`config.mk`:
```
export PLATFORM = sky130hd
export DESIGN_NAME = impulse_feeder_flat
export DESIGN_NICKNAME = d
export VERILOG_FILES = /design/src/rtl/impulse_pkg.sv /design/src/rtl/impulse_feeder_if.sv /design/src/rtl/impulse_feeder_fifo.sv /design/src/rtl/impulse_feeder.sv /design/src/flat_wrapper.sv
export SDC_FILE = /design/constraint.sdc
export NUM_CORES = 1
export LEC_CHECK = 0
export BUFFER_PORTS_ARGS = -buffer_cell sky130_fd_sc_hd__buf_2
export CORE_MARGIN = 5
export CORE_UTILIZATION = 50
export CTS_CLUSTER_DIAMETER = 80
export DETAILED_ROUTE_END_ITERATION = 8
export PLACE_DENSITY = 0.72
export SLEW_MARGIN = 20
export SYNTH_ARGS = -nofsm -noshare
export SYNTH_HDL_FRONTEND = slang
export SYNTH_SLANG_ARGS = --single-unit
```
`constraint.sdc`:
```
create_clock -name clock -period 1.8 [get_ports clock]
set_clock_uncertainty 0.15 [all_clocks]
set_input_delay 0.09 -clock clock [delete_from_list [all_inputs] [get_ports clock]]
set_output_delay 0.09 -clock clock [all_outputs]
set_load 0.03 [all_outputs]
```
`src/rtl/impulse_pkg.sv`:
```
// impulse_pkg: shared widths and FSM encodings for the impulse
// generator and its feeder.
package impulse_pkg;

    localparam int BW = 8;

    typedef logic [BW-1:0] byte_t;

    typedef enum logic {
        I_WAIT = 1'b0,
        I_ACK  = 1'b1
    } in_state_e;

    typedef enum logic [1:0] {
        O_IDLE = 2'd0,
        O_LOAD = 2'd1,
        O_DAV  = 2'd2
    } out_state_e;

endpackage

```
`src/rtl/impulse_feeder_if.sv`:
```
// impulse_feeder_if: source-side and generator-side /dav-rfd
// handshakes of the feeder; master is the feeder itself.
interface impulse_feeder_if;
    import impulse_pkg::*;

    byte_t data_in;
    logic  dav_in_;
    logic  rfd_in;
    byte_t numero;
    logic  dav_;
    logic  rfd;

    modport master (
        input  data_in, dav_in_, rfd,
        output rfd_in, numero, dav_
    );

    modport slave (
        output data_in, dav_in_, rfd,
        input  rfd_in, numero, dav_
    );

endinterface

```
`src/rtl/impulse_feeder_fifo.sv`:
```
// byte_fifo: small power-of-two byte FIFO with registered flags;
// full_nxt_o exposes the post-edge full flag to the producer FSM.
module byte_fifo
    import impulse_pkg::*;
#(
    parameter int DEPTH = 4,
    parameter int AW    = 2
) (
    input  logic  clock,
    input  logic  reset_,
    input  logic  push_i,
    input  logic  pop_i,
    input  byte_t din_i,
    output byte_t head_o,
    output logic  full_o,
    output logic  empty_o,
    output logic  full_nxt_o
);

    localparam logic [AW:0]   FULL_CNT = (AW + 1)'(DEPTH);
    localparam logic [AW:0]   CNT_ONE  = (AW + 1)'(1);
    localparam logic [AW-1:0] PTR_ONE  = AW'(1);

    byte_t         mem_q [DEPTH];
    logic [AW-1:0] wr_ptr_q, wr_ptr_d;
    logic [AW-1:0] rd_ptr_q, rd_ptr_d;
    logic [AW:0]   cnt_q, cnt_d;
    logic          full_q, full_d;
    logic          empty_q, empty_d;
    logic          do_push, do_pop;

    // Guards live here so no caller can over- or under-run the buffer.
    assign do_push = push_i && !full_q;
    assign do_pop  = pop_i && !empty_q;

    always_comb begin
        wr_ptr_d = wr_ptr_q;
        rd_ptr_d = rd_ptr_q;
        cnt_d    = cnt_q;
        if (do_push) wr_ptr_d = wr_ptr_q + PTR_ONE;
        if (do_pop)  rd_ptr_d = rd_ptr_q + PTR_ONE;
        if (do_push && !do_pop)      cnt_d = cnt_q + CNT_ONE;
        else if (do_pop && !do_push) cnt_d = cnt_q - CNT_ONE;
        full_d  = (cnt_d == FULL_CNT);
        empty_d = (cnt_d == '0);
    end

    always_ff @(posedge clock or negedge reset_) begin
        if (!reset_) begin
            wr_ptr_q <= '0;
            rd_ptr_q <= '0;
            cnt_q    <= '0;
            full_q   <= 1'b0;
            empty_q  <= 1'b1;
        end else begin
            wr_ptr_q <= wr_ptr_d;
            rd_ptr_q <= rd_ptr_d;
            cnt_q    <= cnt_d;
            full_q   <= full_d;
            empty_q  <= empty_d;
        end
    end

    always_ff @(posedge clock) begin
        if (do_push) mem_q[wr_ptr_q] <= din_i;
    end

    assign head_o     = mem_q[rd_ptr_q];
    assign full_o     = full_q;
    assign empty_o    = empty_q;
    assign full_nxt_o = full_d;

endmodule

```
`src/rtl/impulse_feeder.sv`:
```
// impulse_feeder: buffers pulse lengths between a bursty source and the
// generator. IMPULSE_FEEDER_DROP_ZERO_EN: accept but discard zero lengths.
module impulse_feeder
    import impulse_pkg::*;
#(
    parameter int DEPTH = 4,
    parameter int AW    = 2
) (
    input  logic              clock,
    input  logic              reset_,
    impulse_feeder_if.master  bus,
    output logic              empty,
    output logic              full
);

    in_state_e  in_q, in_d;
    out_state_e out_q, out_d;

    logic  rfd_in_q, rfd_in_d;
    logic  dav_q, dav_d;
    byte_t numero_q, numero_d;

    logic  accept, push, pop;
    logic  f_full, f_empty, f_full_nxt;
    byte_t head;

    assign accept = (in_q == I_WAIT) && !bus.dav_in_ && !f_full;
    assign pop    = (out_q == O_IDLE) && !f_empty && bus.rfd;

`ifdef IMPULSE_FEEDER_DROP_ZERO_EN
    assign push = accept && (bus.data_in != '0);
`else
    assign push = accept;
`endif

    byte_fifo #(
        .DEPTH (DEPTH),
        .AW    (AW)
    ) u_fifo (
        .clock      (clock),
        .reset_     (reset_),
        .push_i     (push),
        .pop_i      (pop),
        .din_i      (bus.data_in),
        .head_o     (head),
        .full_o     (f_full),
        .empty_o    (f_empty),
        .full_nxt_o (f_full_nxt)
    );

    always_ff @(posedge clock or negedge reset_) begin
        if (!reset_) begin
            in_q  <= I_WAIT;
            out_q <= O_IDLE;
        end else begin
            in_q  <= in_d;
            out_q <= out_d;
        end
    end

    always_comb begin
        in_d = in_q;
        unique case (in_q)
            I_WAIT: if (accept) in_d = I_ACK;
            I_ACK:  if (bus.dav_in_) in_d = I_WAIT;
            default: in_d = I_WAIT;
        endcase
        out_d = out_q;
        unique case (out_q)
            O_IDLE: if (pop) out_d = O_LOAD;
            O_LOAD: out_d = O_DAV;
            O_DAV:  if (!bus.rfd) out_d = O_IDLE;
            default: out_d = O_IDLE;
        endcase
    end

    // rfd_in tracks the post-edge full flag so it rises with the freeing pop.
    always_comb begin
        rfd_in_d = 1'b0;
        dav_d    = dav_q;
        numero_d = numero_q;
        unique case (in_q)
            I_WAIT: rfd_in_d = !accept && !f_full_nxt;
            I_ACK:  rfd_in_d = bus.dav_in_ && !f_full_nxt;
            default: rfd_in_d = 1'b0;
        endcase
        unique case (out_q)
            O_IDLE: begin
                dav_d = 1'b1;
                if (pop) numero_d = head;
            end
            O_LOAD: dav_d = 1'b0;
            O_DAV:  if (!bus.rfd) dav_d = 1'b1;
            default: dav_d = 1'b1;
        endcase
    end

    always_ff @(posedge clock or negedge reset_) begin
        if (!reset_) begin
            rfd_in_q <= 1'b1;
            dav_q    <= 1'b1;
            numero_q <= '0;
        end else begin
            rfd_in_q <= rfd_in_d;
            dav_q    <= dav_d;
            numero_q <= numero_d;
        end
    end

    assign bus.rfd_in = rfd_in_q;
    assign bus.dav_   = dav_q;
    assign bus.numero = numero_q;
    assign empty      = f_empty;
    assign full       = f_full;

endmodule

```
`src/flat_wrapper.sv`:
```
// flat-port wrapper written by rule: the top's interface ports become plain ports
module impulse_feeder_flat import impulse_pkg::*;
#(
    parameter int DEPTH = 4,
    parameter int AW    = 2
)
  (clock, reset_, empty, full, bus_data_in, bus_dav_in_, bus_rfd, bus_rfd_in, bus_numero, bus_dav_);
  impulse_feeder_if bus_i ();
  input  logic clock;
  input  logic reset_;
  output logic empty;
  output logic full;
  input wire logic [$bits(bus_i.data_in)-1:0] bus_data_in;
  input wire logic [$bits(bus_i.dav_in_)-1:0] bus_dav_in_;
  input wire logic [$bits(bus_i.rfd)-1:0] bus_rfd;
  output wire logic [$bits(bus_i.rfd_in)-1:0] bus_rfd_in;
  output wire logic [$bits(bus_i.numero)-1:0] bus_numero;
  output wire logic [$bits(bus_i.dav_)-1:0] bus_dav_;
  assign bus_i.data_in = bus_data_in;
  assign bus_i.dav_in_ = bus_dav_in_;
  assign bus_i.rfd = bus_rfd;
  assign bus_rfd_in = bus_i.rfd_in;
  assign bus_numero = bus_i.numero;
  assign bus_dav_ = bus_i.dav_;
  impulse_feeder #(.DEPTH(DEPTH), .AW(AW)) u_core (.clock(clock), .reset_(reset_), .bus(bus_i), .empty(empty), .full(full));
endmodule
```
# Word level (Yosys, flattened, before mapping)
# Memory sizes are Yosys's and may differ from the RTL's. A register that Yosys moved wholly into a read port is not among the register bits.
# Index checks and enable logic that the tools add are counted.
[word_totals] ff_bits=14 ramBits=32 out_inout_bits=12 elab_cells=55 n_memories=1
[mem_list] name="u_core.u_fifo.mem_q" depth=4 width=8 rd=1 rd_ports_with_merged_regs=1 write_ports=1 line="impulse_feeder_fifo.sv:24" rtl="byte_t mem_q [DEPTH];"
[op_classes] addsub=4 n_eq_ne=5 n_mux=13 bitwise_logic=1 n_reduce_logical=22
[ops] operator="$logic_and A1 B1 Y1" count=10
[ops] operator="$logic_not A1 Y1" count=8
[ops] operator="$mux W3" count=2
[ops] operator="$pmux W1 S2" count=3
[ops] operator="$pmux W2 S3" count=1
[ops] operator="$mux W1" count=5
[ops] operator="$add A2 B1 Y2 const B" count=2
[ops] operator="$mux W2" count=2
[ops] operator="$ne A2 B2 Y1 const B" count=2
[ops] operator="$reduce_and A2 Y1" count=2
[ops] operator="$add A3 B1 Y3 const B" count=1
[ops] operator="$eq A3 B3 Y1 const B" count=1
[ops] operator="$logic_not A3 Y1" count=1
[ops] operator="$sub A3 B1 Y3 const B" count=1
[ops] operator="$eq A2 B1 Y1 const B" count=1
[ops] operator="$eq A2 B2 Y1 const B" count=1
[ops] operator="$logic_not A2 Y1" count=1
[ops] operator="$not A1 Y1" count=1

# Logic depth before layout (Yosys ltp)
# Gate-level depths: netlist of the first run.
[logic_depth] ltp_word=12 depth_mapped=6 ltp_nobuf=6

# Modules after synthesis
# Synthesis of the first run repeated with hierarchy kept, for this count alone.
[unflattened] cells_unflattened=128 hier_area_um2=2240.9
[by_module_without_submodules] module="byte_fifo" n_inst=1 cells_per_inst=96 area_each_um2=1737.9 seq_area_each_um2=1187.4
[by_module_without_submodules] module="impulse_feeder" n_inst=1 cells_per_inst=32 area_each_um2=503.0 seq_area_each_um2=327.8

# Worst setup path before layout of the first run
# No wires, ideal clock.
[synth_timing] kind="register -> register" startpoint="register u_core.u_fifo.full_q (netlist: u_core.u_fifo.full_o)" endpoint="memory u_core.u_fifo.mem_q[0][0] in the netlist's numbering (enable)" setup_time_ps=332 arrival_time_ps=1441 required_time_ps=1318 path_slack_ps=-122 stages_incl_launch_ff=4 synth_period_minus_slack_ps=1922 path_cell_list="dfrtp_1 > nor3_1 > clkbuf_1 > and2_1"
[synth_between] elab_chain_len=5
[synth_lines] item="start, declared" line="impulse_feeder_fifo.sv:28" rtl="logic full_q, full_d;"
[synth_lines] item="start signal, assigned" line="impulse_feeder_fifo.sv:59" rtl="full_q <= full_d;"
[synth_lines] item="$logic_not A1 Y1 *" line="impulse_feeder_fifo.sv:33, impulse_feeder.sv:27"
[synth_lines] item="$logic_and A1 B1 Y1" line="impulse_feeder.sv:27" rtl="assign accept = (in_q == I_WAIT) && !bus.dav_in_ && !f_full;"
[synth_lines] item="$logic_and A1 B1 Y1 *" line="impulse_feeder_fifo.sv:33" rtl="assign do_push = push_i && !full_q;"
[synth_lines] item="$mux W1 *" line="impulse_feeder_fifo.sv:65" rtl="if (do_push) mem_q[wr_ptr_q] <= din_i;"
[synth_lines] item="$mux W1 (not written as such) *" line="impulse_feeder_fifo.sv:65"
[synth_lines] item="end, declared" line="impulse_feeder_fifo.sv:24"
# Every way passes the cells marked *; elsewhere a longest branch is shown, timed or not.

# Worst setup path after layout of the first run
[layout_timing] startpoint="register u_core.out_q[1]" endpoint="register u_core.u_fifo.empty_q (netlist: u_core.u_fifo.empty_o)"
[layout_between] elab_chain_len=8
[layout_lines] item="start, declared" line="impulse_feeder.sv:17" rtl="out_state_e out_q, out_d;"
[layout_lines] item="start signal, assigned" line="impulse_feeder.sv:57" rtl="out_q <= out_d;"
[layout_lines] item="$logic_not A2 Y1 *" line="impulse_feeder.sv:28" rtl="assign pop = (out_q == O_IDLE) && !f_empty && bus.rfd;"
[layout_lines] item="$logic_and A1 B1 Y1 * (2 in series)" line="impulse_feeder.sv:28"
[layout_lines] item="$logic_and A1 B1 Y1 *" line="impulse_feeder_fifo.sv:34" rtl="assign do_pop = pop_i && !empty_q;"
[layout_lines] item="$logic_and A1 B1 Y1 / $logic_not A1 Y1 (equally long branches)" line="impulse_feeder_fifo.sv:43, impulse_feeder_fifo.sv:42"
[layout_lines] item="$mux W3 / $logic_and A1 B1 Y1 (equally long branches)" line="impulse_feeder_fifo.sv:43, impulse_feeder_fifo.sv:42"
[layout_lines] item="$mux W3 *" line="impulse_feeder_fifo.sv:42" rtl="if (do_push && !do_pop) cnt_d = cnt_q + CNT_ONE;"
[layout_lines] item="$logic_not A3 Y1 *" line="impulse_feeder_fifo.sv:45" rtl="empty_d = (cnt_d == '0);"
[layout_lines] item="net u_core.u_fifo.empty_d" line="impulse_feeder_fifo.sv:29" rtl="logic empty_q, empty_d;"
[layout_lines] item="end signal, assigned" line="impulse_feeder_fifo.sv:60" rtl="empty_q <= empty_d;"
[layout_lines] item="end, declared" line="impulse_feeder_fifo.sv:29"
# Mark *: on every way through the listed nets, which the timed path passes. The rest lies on a longest branch.
# A chain may end at the register's enable or synchronous reset.

==> qor.csv, run 1 <==
stage,metric,value,unit
clocking,cts.sinks,54,
detailed_routing,route.vias.total,1258,
final_layout,drive_gt1_share,36.3,%
final_layout,antenna_cells,0,
synth,yosys-top-cells-count,"edfxtp_1 (32), nand2_1 (28), dfrtp_1 (19), mux4_2 (8), ha_1 (6)",
placed_design,routabilityCongestion,0.822,
placed_design,io_buffers,23,
power,sw_frac_of_total,34.1,%
worst_setup_path,startpoint_type,flop,
power,clkPwrFrac,18.6,%
final_layout,layout.nets,210,
synth,synth_edf_count,32,
clocking,cts_root_buffer,clkbuf_8,
run_status,violations,negative setup slack,
synth,ys.flop_type,edfxtp_1,
timing,grt_setup_unrepaired,yes,
placed_design,pre_cts_slack,-0.0882,ns
detailed_routing,first_pass_iters,4,
run,maxCapViolations,0,
placed_design,dp_hpwl,2700,um
timing,setup-tns-final,-0.179,ns
die,pin_count,24,
power,p_total,4.24,mW
timing,drv_slew,0,
timing,post-route-period-util,104,%
grt,grt_pass1_wl,6790,um
timing,tightest_slew,0.494,ns
detailed_routing,drc_errors,0,
power,p_comb_share,38.7,%
detailed_routing,routed_via_density,5.13,
clocking,cts_max_level,2,
detailed_routing,drtIter0Drc,76,
timing,hold_ws,0.126,ns
worst_setup_path,end_kind,flop,
synth,yosysSeqAreaShare,69.7,%
die,placementRows,24,
grt,grt_max_degree,23,
synth,yosysTopAreaCellShare,44.2,%
clocking,cts_buffers,5,
power,ir_worst_vdd,707,uV
worst_setup_path,path_max_fanout,7,
clocking,ctsLongestPathBuffers,2,
synth,syn_avg_cell_area,15.4,um2
worst_setup_path,critical_path_class,reg2reg,
timing,fmax,535,MHz
timing,setup_violations,4,
clocking,path_clk_slew,0.09,ns
power,cellPowerDensity,1570,nW/um2
synth,ys_warn_count,0,
grt,grt_overflow,0,
clocking,clock_latency,0.30,ns
grt,grt_pass1_vias,1390,
worst_setup_path,cp_data_arrival_time,1.96,ns
power,intPower,2.80,mW
min_path,hp-class,in2async,
die,die_area,5770,um2
clocking,cts_tree,yes,
grt,track_usage,14.8,%
final_layout,final_util,62.8,%
die,die-height,76.0,um
final_layout,syn_to_final_growth,24.1,%
die,coreArea,4290,um2
timing,setup_ws,-0.0701,ns
synth,yosys-top-cells-area,"edfxtp_1 (44%), dfrtp_1 (22%), mux4_2 (8.3%)",
die,start_util,50.6,%
timing,layout_min_cycle_time,1.87,ns
synth,synth.most_common_cell,edfxtp_1,
synth,yosysUniqueCellTypes,31,
synth,syn_area,2170,um2
grt,antenna_found_initial,0,
run_status,status,"complete, but fails checks",
timing,hold_viol_final,0,
synth,ys_ff_latch,54,
power,p_sw,1.44,mW
power,seqPwrFrac,42.7,%
die,dieWidth,76.0,um
synth,yosys.area.top_type,edfxtp_1,
timing,relSlewSlack,67.0,%
detailed_routing,wl,3840,um
synth,async_flop_share,40.7,%
power,leakage,1.11,nW
detailed_routing,ant_nets,0,
detailed_routing,wire_per_inst,15.7,um
synth,syn_inst,141,
worst_setup_path,cp.required,1.89,ns
synth,synth_nets,159,
==> cell usage in the layout (no fill, tap or decap), types with 2 or more instances in the layout <==
| cell type | instances |
|---|---|
| a21oi_1 | 2 |
| and2_2 | 4 |
| buf_2 | 23 |
| buf_4 | 16 |
| clkbuf_8 | 5 |
| dfrtp_1 | 19 |
| dfstp_2 | 3 |
| dlygate4sd3_1 | 11 |
| edfxtp_1 | 32 |
| ha_1 | 6 |
| inv_1 | 4 |
| mux4_2 | 8 |
| nand2_1 | 28 |
| o21ai_0 | 3 |
| o21ai_1 | 2 |
| xnor2_1 | 4 |
==> flip-flops by register name, indices dropped and copies added, names as in the netlist <==
signal,flops
u_core.u_fifo.mem_q,32
u_core.bus.numero,8
u_core.u_fifo.cnt_q,3
u_core.out_q,2
u_core.u_fifo.rd_ptr_q,2
u_core.u_fifo.wr_ptr_q,2
u_core.bus.dav_,1
u_core.bus.rfd_in,1
u_core.in_q,1
u_core.u_fifo.empty_o,1
u_core.u_fifo.full_o,1
==> power by group through the flow <==
stage	sequential (mW)	combinational, mW	clock, mW
after global routing	1.86	1.82	0.865
after floorplan	2.02	0.874	0
after CTS	1.81	1.61	0.809
final	1.81	1.64	0.788
after detailed placement	1.84	1.59	0
after global placement	1.83	1.53	0
==> metal layers <==
layer / global-route usage [%] / part of all wire (%) / vias to the layer above
met5: 0 / 0 / -
met4: 5.34 / 1.0 / 0
met3: 4.74 / 5.6 / 4
met2: 24.3 / 52 / 33
met1: 18.2 / 41 / 618
li1: - / - / 603
==> kinds of logic after synthesis <==
group / after synthesis / share of synthesized area [%]
xor gates and xnor gates: 5 / 2.01
DFF: 54 / 69.7
adders and majority gates: 6 / 3.45
buffers and inverters: 12 / 2.47
AOI/OAI and AO/OA: 12 / 3.91
muxes: 8 / 8.29
and+or+nand+nor: 44 / 10.2
==> worst paths after layout <==
check,slack (ns),start,to,cells past startpoint
hold / removal,0.13,reset_,u_core.u_fifo.cnt_q[0]$_DFF_PN0_,2
setup reg to reg,-0.07,u_core.out_q[1]$_DFFE_PN0P_,u_core.u_fifo.empty_o$_DFF_PN1_,4
hold reg to reg,0.33,u_core.bus.numero[7]$_DFFE_PN0P_,u_core.bus.numero[7]$_DFFE_PN0P_,2
max in group asynchronous,1.02,reset_,u_core.bus.dav_$_DFFE_PN1P_,2
min in group clock,0.26,bus_rfd,u_core.u_fifo.rd_ptr_q[0]$_DFFE_PN0P_,4
setup / recovery,-0.07,u_core.out_q[1]$_DFFE_PN0P_,u_core.u_fifo.empty_o$_DFF_PN1_,4
==> worst max-delay path, stage by stage (launching register included) <==
cell      delay [ns]
dfrtp_1         0.39
or4b_4          0.61
xnor2_2         0.18
o311ai_2        0.29
nor2b_1         0.19
==> per-stage QoR <==
stage | instances | instance area [um2]
global route | 245 | 2700
floorplan | 141 | 2200
finish | 245 | 2700
CTS | 243 | 2670
detailed placement | 224 | 2450
global placement | 224 | 2450
==> final cells by class <==
cell class	instances	area, um2
timing repair buffer	50	345
clock buffer	6	72.6
tap	52	65.1
fill	313	1600
clock inverter	2	37.5
sequential	54	1520
inverter	6	25.0
multi-input combinational	75	638
==> what timing repair did <==
action / in CTS / in global routing
cloned: 0 / 0
setup endpoints to repair: 4 / 4
hold endpoints to repair: 58 / 0
setup buffers: 0 / 2
hold buffers: 11 / 0
pin swaps: 3 / 3
gates resized for setup: 1 / 4
No activity file was read; power rests on OpenSTA's default activity.
==> run 2: changes to the inputs <==
Settings changed: ABC_AREA from default to 1.
==> qor.csv, run 2 <==
stage,metric,value,unit
detailed_routing,wl_met3,171,um
worst_setup_path,worstPathCellList,inv_1 > ha_1 > inv_1 > nand2_1 > nand2_1 > nand3_2 > nand2_1 > nand2_1 > nand2_2 > nor3_1,
run,maxCapViolations,0,
timing,layout_min_cycle_time,1.54,ns
clocking,cts_root_buffer,clkbuf_8,
synth,yosysUniqueCellTypes,25,
detailed_routing,wire_per_inst,13.2,um
timing,drv_slew,0,
timing,setup-tns-final,0,ns
clocking,cts_resized,0,
synth,synth_nets,217,
placed_design,dp_hpwl,2610,um
min_path,hp-class,in2async,
final_layout,final_util,60.9,%
power,ir_worst_vdd,627,uV
synth,ys.flop_type,edfxtp_1,
clocking,cts_max_level,2,
worst_setup_path,reg2reg_depth,10,
timing,grt_setup_unrepaired,no,
worst_setup_path,critical_path_class,reg2reg,
final_layout,layout.nets,260,
die,die-height,77.4,um
worst_setup_path,crit_start,u_core.u_fifo.cnt_q[0]$_DFF_PN0_,
final_layout,largest_reg_flops,32,
worst_setup_path,rrSetupSlack,0.26,ns
worst_setup_path,timing.critical_path.mode_cell,nand2_1,
grt,grt_max_degree,23,
worst_setup_path,regToRegEndpoint,u_core.u_fifo.empty_o$_DFF_PN1_,
detailed_routing,top_layer_used,met4,
clocking,ctsLongestPathBuffers,2,
timing,setup_violations,0,
worst_setup_path,worstSetupEndpoint,u_core.u_fifo.empty_o$_DFF_PN1_,
final_layout,fillers,380,
synth,ys_ff_latch,54,
placed_design,dp_cells,276,
detailed_routing,ant_nets,0,
detailed_routing,first_pass_iters,4,
synth,async_flop_share,40.7,%
synth,syn_avg_cell_area,11.4,um2
clocking,cts_buffers,5,
final_layout,layout_common_cells,"nor2_1 (46), edfxtp_1 (32), buf_2 (23)",
worst_setup_path,crit_buf_inv,2,
synth,synth.most_common_cell,nor2_1,
synth,yosysTopAreaCellShare,42.3,%
placed_design,routabilityCongestion,0.823,
clocking,cts.repair_timing.setup_buffer_count,0,
placed_design,placed_area,2470,um2
timing,tightest_slew,0.498,ns
clocking,clock_latency,0.30,ns
die,dieWidth,77.4,um
clocking,cts.sinks,54,
die,coreArea,4380,um2
worst_setup_path,cp_slowest_cell,dfrtp_1,
detailed_routing,routed_via_density,4.96,
grt,grt_pass1_wl,6670,um
clocking,path_clk_slew,0.09,ns
timing,post-route-period-util,85.8,%
worst_setup_path,cp.required,1.85,ns
worst_setup_path,path_max_fanout,4,
grt,antenna_found_initial,0,
final_layout,syn_to_final_growth,17.5,%
final_layout,seqCellArea,1520,um2
final_layout,antenna_cells,0,
final_layout,stdcell_count,295,
detailed_routing,wl_met2,2030,um
power,cellPowerDensity,1560,nW/um2
worst_setup_path,worst-path-stages,10,
run_status,status,completed,
timing,hold_viol_final,0,
synth,yosys-top-cells-count,"nor2_1 (46), edfxtp_1 (32), dfrtp_1 (19), o21ai_0 (17), inv_1 (15)",
detailed_routing,wl,3900,um
worst_setup_path,cp_data_arrival_time,1.60,ns
detailed_routing,drtIter0Drc,93,
timing,fmax,647,MHz
synth,yosys-top-cells-area,"edfxtp_1 (42%), dfrtp_1 (21%), nor2_1 (7.6%)",
synth,yosysSeqAreaShare,66.7,%
synth,syn_area,2270,um2
final_layout,regMostFlops,u_core.u_fifo.mem_q,
final_layout,layout.cells.most_common,nor2_1,
worst_setup_path,max_stage_delay,0.41,ns
timing,relSlewSlack,66.8,%
power,leakage,1.11,nW
synth,synth_edf_count,32,
clocking,hold_buffers,11,
detailed_routing,wl_met1,1650,um
final_layout,final_area,2670,um2
worst_setup_path,crit_family,simple AND/OR/NAND/NOR gates,
synth,ys_warn_count,0,
die,die_area,5990,um2
die,placementRows,24,
synth,yosys.area.top_type,edfxtp_1,
grt,grt_overflow,0,
clocking,cts_tree,yes,
worst_setup_path,rr_startpoint,u_core.u_fifo.cnt_q[0]$_DFF_PN0_,
detailed_routing,route.vias.total,1462,
worst_setup_path,startpoint_type,flop,
final_layout,drive_gt1_share,25.1,%
synth,syn_inst,199,
grt,grt_pass1_vias,1401,
die,start_util,51.8,%
placed_design,io_buffers,23,
die,pin_count,24,
power,p_total,4.16,mW
grt,track_usage,14.2,%
worst_setup_path,end_kind,flop,
detailed_routing,drc_errors,0,
final_layout,multi_input_area,644,um2
[run 2: cell types whose count changed in the layout (fill, tap and decap cells not counted), moves of 3 or more]
cell | previous run | this run
inv_1 | 4 | 15
nand2_2 | 0 | 9
o21ai_0 | 3 | 17
xor2_1 | 0 | 4
xnor2_1 | 4 | 0
a31oi_1 | 1 | 8
and2_2 | 4 | 0
buf_4 | 16 | 8
nor2_1 | 0 | 46
nor2_2 | 0 | 3
nand3_1 | 0 | 3
nand2_1 | 28 | 14
mux4_2 | 8 | 0
[run 2: worst register-to-register path: stages (launching register included)]
cell and delay [ns]:
dfrtp_1 0.41, inv_1 0.10, ha_1 0.18, inv_1 0.04, nand2_1 0.05, nand2_1 0.06
nand3_2 0.07, nand2_1 0.05, nand2_1 0.06, nand2_2 0.07, nor3_1 0.23
[run 2: worst min path at each step]
stage | slack, ns | from | to
CTS | 0.14 | reset_ | u_core.bus.numero[1]$_DFFE_PN0P_
floorplan | -0.36 | reset_ | u_core.bus.numero[0]$_DFFE_PN0P_
global route | 0.18 | reset_ | u_core.u_fifo.rd_ptr_q[1]$_DFFE_PN0P_
detailed placement | -0.06 | reset_ | u_core.u_fifo.wr_ptr_q[0]$_DFFE_PN0P_
global placement | -0.07 | reset_ | u_core.u_fifo.wr_ptr_q[0]$_DFFE_PN0P_
finish | 0.13 | reset_ | u_core.in_q$_DFF_PN0_
[run 2: per-stage QoR]
step	setup slack, ns	hold WS (ns)
floorplan	0.109	-0.356
global placement	0.318	-0.0676
detailed placement	0.304	-0.0624
CTS	0.280	0.137
global route	0.160	0.184
finish	0.255	0.130
[run 2: where the power goes]
group          switching [mW]  internal, mW  total [mW]
Combinational            1.12         0.580        1.70
Sequential              0.162          1.65        1.81
Clock                   0.376         0.274       0.650
Total                    1.65          2.50        4.16
[run 2: cell families after synthesis]
kind of cell / after synthesis / synth area share (%)
AND/OR/NAND/NOR: 82 / 16.8
adder cells (fa/ha/maj): 6 / 3.30
XOR/XNOR: 4 / 1.54
AO/OA/AOI/OAI: 28 / 6.72
buffers and inverters: 25 / 4.96
flip-flops: 54 / 66.7
[run 2: final cells by class]
| class | instances | area share [%] |
|---|---|---|
| clock buffers | 6 | 2.72 |
| clock inverters | 2 | 0.563 |
| inverters | 19 | 2.67 |
| multi-input cells | 120 | 24.1 |
| flip-flops and latches | 54 | 56.8 |
| well taps | 52 | 2.44 |
| repair buffers | 42 | 10.7 |
[run 2: metal layers]
| layer | track usage, % | vias up |
|---|---|---|
| met5 | 0 | - |
| met4 | 4.12 | 0 |
| met3 | 3.70 | 5 |
| met1 | 18.2 | 697 |
| met2 | 24.0 | 23 |
| li1 | - | 737 |
==> run 3: changes to the inputs <==
Settings changed: BUFFER_PORTS_ARGS -buffer_cell sky130_fd_sc_hd__buf_2 to default, CORE_MARGIN 5 to 4, DONT_BUFFER_PORTS from default to 1, PLACE_DENSITY 0.72 to 0.68.
==> qor.csv, run 3 (same netlist as run 2, synthesis figures left out) <==
stage,metric,value,unit
run_status,status,completed,
placed_design,placed_area,2360,um2
clocking,cts.sinks,54,
clocking,hold_buffers,11,
power,leakage,1.05,nW
worst_setup_path,cp.required,1.86,ns
detailed_routing,first_pass_iters,4,
worst_setup_path,worstPathCellList,inv_2 > nand2_2 > nor2_4 > nand2_2 > nand3_1 > nand2_2 > nor3_1,
final_layout,final_area,2590,um2
detailed_routing,routed_via_density,5.05,
worst_setup_path,rr_startpoint,u_core.out_q[0]$_DFFE_PN0P_,
worst_setup_path,crit_buf_inv,1,
clocking,cts_buffers,5,
worst_setup_path,critical_path_class,reg2reg,
detailed_routing,wl,3860,um
grt,grt_max_degree,23,
timing,tightest_slew,0.496,ns
detailed_routing,ant_nets,0,
power,cellPowerDensity,1620,nW/um2
detailed_routing,drc_errors,0,
placed_design,dp_hpwl,2680,um
grt,antenna_found_initial,0,
die,placementRows,24,
grt,grt_busiest_layer,met2,
grt,grt_pass1_vias,1371,
grt,grtUsageMet1,17.1,%
die,start_util,51.8,%
final_layout,regMostFlops,u_core.u_fifo.mem_q,
timing,drv_slew,0,
final_layout,drive_gt1_share,18.0,%
timing,post-route-period-util,88.7,%
clocking,cts_resized,0,
timing,hold_viol_final,0,
final_layout,largest_reg_flops,32,
clocking,cts_tree,yes,
timing,setup-tns-final,0,ns
detailed_routing,route.vias.total,1385,
final_layout,layout_common_cells,"nor2_1 (46), edfxtp_1 (32), dfrtp_1 (19)",
final_layout,layout.cells.most_common,nor2_1,
die,die_area,5690,um2
worst_setup_path,max_stage_delay,0.42,ns
grt,grt_use_met3,4.09,%
die,pin_count,24,
final_layout,layout.nets,239,
clocking,clock_latency,0.30,ns
min_path,hp-class,in2async,
die,die-height,75.4,um
clocking,cts_root_buffer,clkbuf_8,
worst_setup_path,regToRegEndpoint,u_core.u_fifo.empty_o$_DFF_PN1_,
clocking,cts_max_level,2,
timing,fmax,627,MHz
timing,grt_setup_unrepaired,no,
worst_setup_path,path_max_fanout,10,
placed_design,io_buffers,0,
worst_setup_path,cp_data_arrival_time,1.66,ns
grt,grt_overflow,0,
worst_setup_path,crit_family,simple AND/OR/NAND/NOR gates,
clocking,ctsLongestPathBuffers,2,
final_layout,syn_to_final_growth,14.0,%
power,ir_worst_vdd,635,uV
grt,track_usage,15.3,%
die,coreArea,4380,um2
timing,relSlewSlack,66.9,%
worst_setup_path,startpoint_type,flop,
die,dieWidth,75.4,um
clocking,cts.repair_timing.setup_buffer_count,0,
grt,grt_pass1_wl,6310,um
worst_setup_path,reg2reg_depth,7,
grt,grt_use_met2,28.4,%
placed_design,routabilityCongestion,0.762,
detailed_routing,wire_per_inst,14.1,um
final_layout,antenna_cells,0,
worst_setup_path,rrSetupSlack,0.20,ns
timing,setup_violations,0,
worst_setup_path,timing.critical_path.mode_cell,nand2_2,
clocking,path_clk_slew,0.09,ns
timing,hold_ws,0.134,ns
timing,layout_min_cycle_time,1.60,ns
worst_setup_path,cp_slowest_cell,dfrtp_1,
run,maxCapViolations,0,
detailed_routing,drtIter0Drc,38,
worst_setup_path,end_kind,flop,
==> run 3: cell count changes in the layout (fill, tap and decap cells not counted), sizes merged <==
cell / change
bufinv: +1
clkinv: +1
clkinvlp: -2
buf: -21
==> run 3: per-stage QoR <==
step,power [mW],instances,utilization (%),setup WS [ns]
finish,4.20,274,59.1,0.204
global route,4.52,274,59.1,0.0487
CTS,4.24,273,59.0,0.193
detailed placement,3.42,254,53.9,0.210
global placement,3.34,254,53.9,0.288
floorplan,3.09,199,-,0.109
==> run 3: worst max path at each step <==
stage / slack [ns] / end / cells after the start / startpoint
after global routing: 0.05 / u_core.u_fifo.empty_o$_DFF_PN1_ / 9 / u_core.out_q[0]$_DFFE_PN0P_
after floorplan: 0.11 / u_core.u_fifo.mem_q[0][0]$_DFFE_PP_ / 3 / u_core.u_fifo.full_o$_DFF_PN0_
after detailed placement: 0.21 / u_core.u_fifo.full_o$_DFF_PN0_ / 9 / u_core.out_q[0]$_DFFE_PN0P_
after CTS: 0.19 / u_core.u_fifo.empty_o$_DFF_PN1_ / 9 / u_core.out_q[0]$_DFFE_PN0P_
after global placement: 0.29 / u_core.u_fifo.full_o$_DFF_PN0_ / 9 / u_core.out_q[0]$_DFFE_PN0P_
final: 0.20 / u_core.u_fifo.empty_o$_DFF_PN1_ / 7 / u_core.out_q[0]$_DFFE_PN0P_
==> run 3: area by class of cell <==
| type | instances | area, um2 |
|---|---|---|
| multi-input combinational | 120 | 644 |
| clock buffer | 6 | 72.6 |
| clock inverter | 2 | 38.8 |
| fill | 335 | 1790 |
| sequential | 54 | 1520 |
| timing repair buffer | 21 | 183 |
| tap | 52 | 65.1 |
| inverter | 19 | 71.3 |
==> run 3: worst reg2reg max path: cells and delay by family, from the launching register on <==
kind,cells,cell delay (ns)
AND/OR/NAND/NOR,6,0.87
flip-flops,1,0.42
buffers and inverters,1,0.08
==> run 3: routing by layer <==
metal / vias up / part of all wire, % / wire [um]
li1: 694 / - / -
met4: 0 / 0.78 / 30
met1: 648 / 39 / 1500
met5: - / 0 / 0
met3: 4 / 6.0 / 232
met2: 39 / 54 / 2100
==> run 3: where the power goes <==
part | switching [mW] | internal (mW) | leakage [nW]
Combinational | 0.870 | 0.496 | 0.451
Clock | 0.363 | 0.417 | 0.0554
Sequential | 0.403 | 1.65 | 0.544
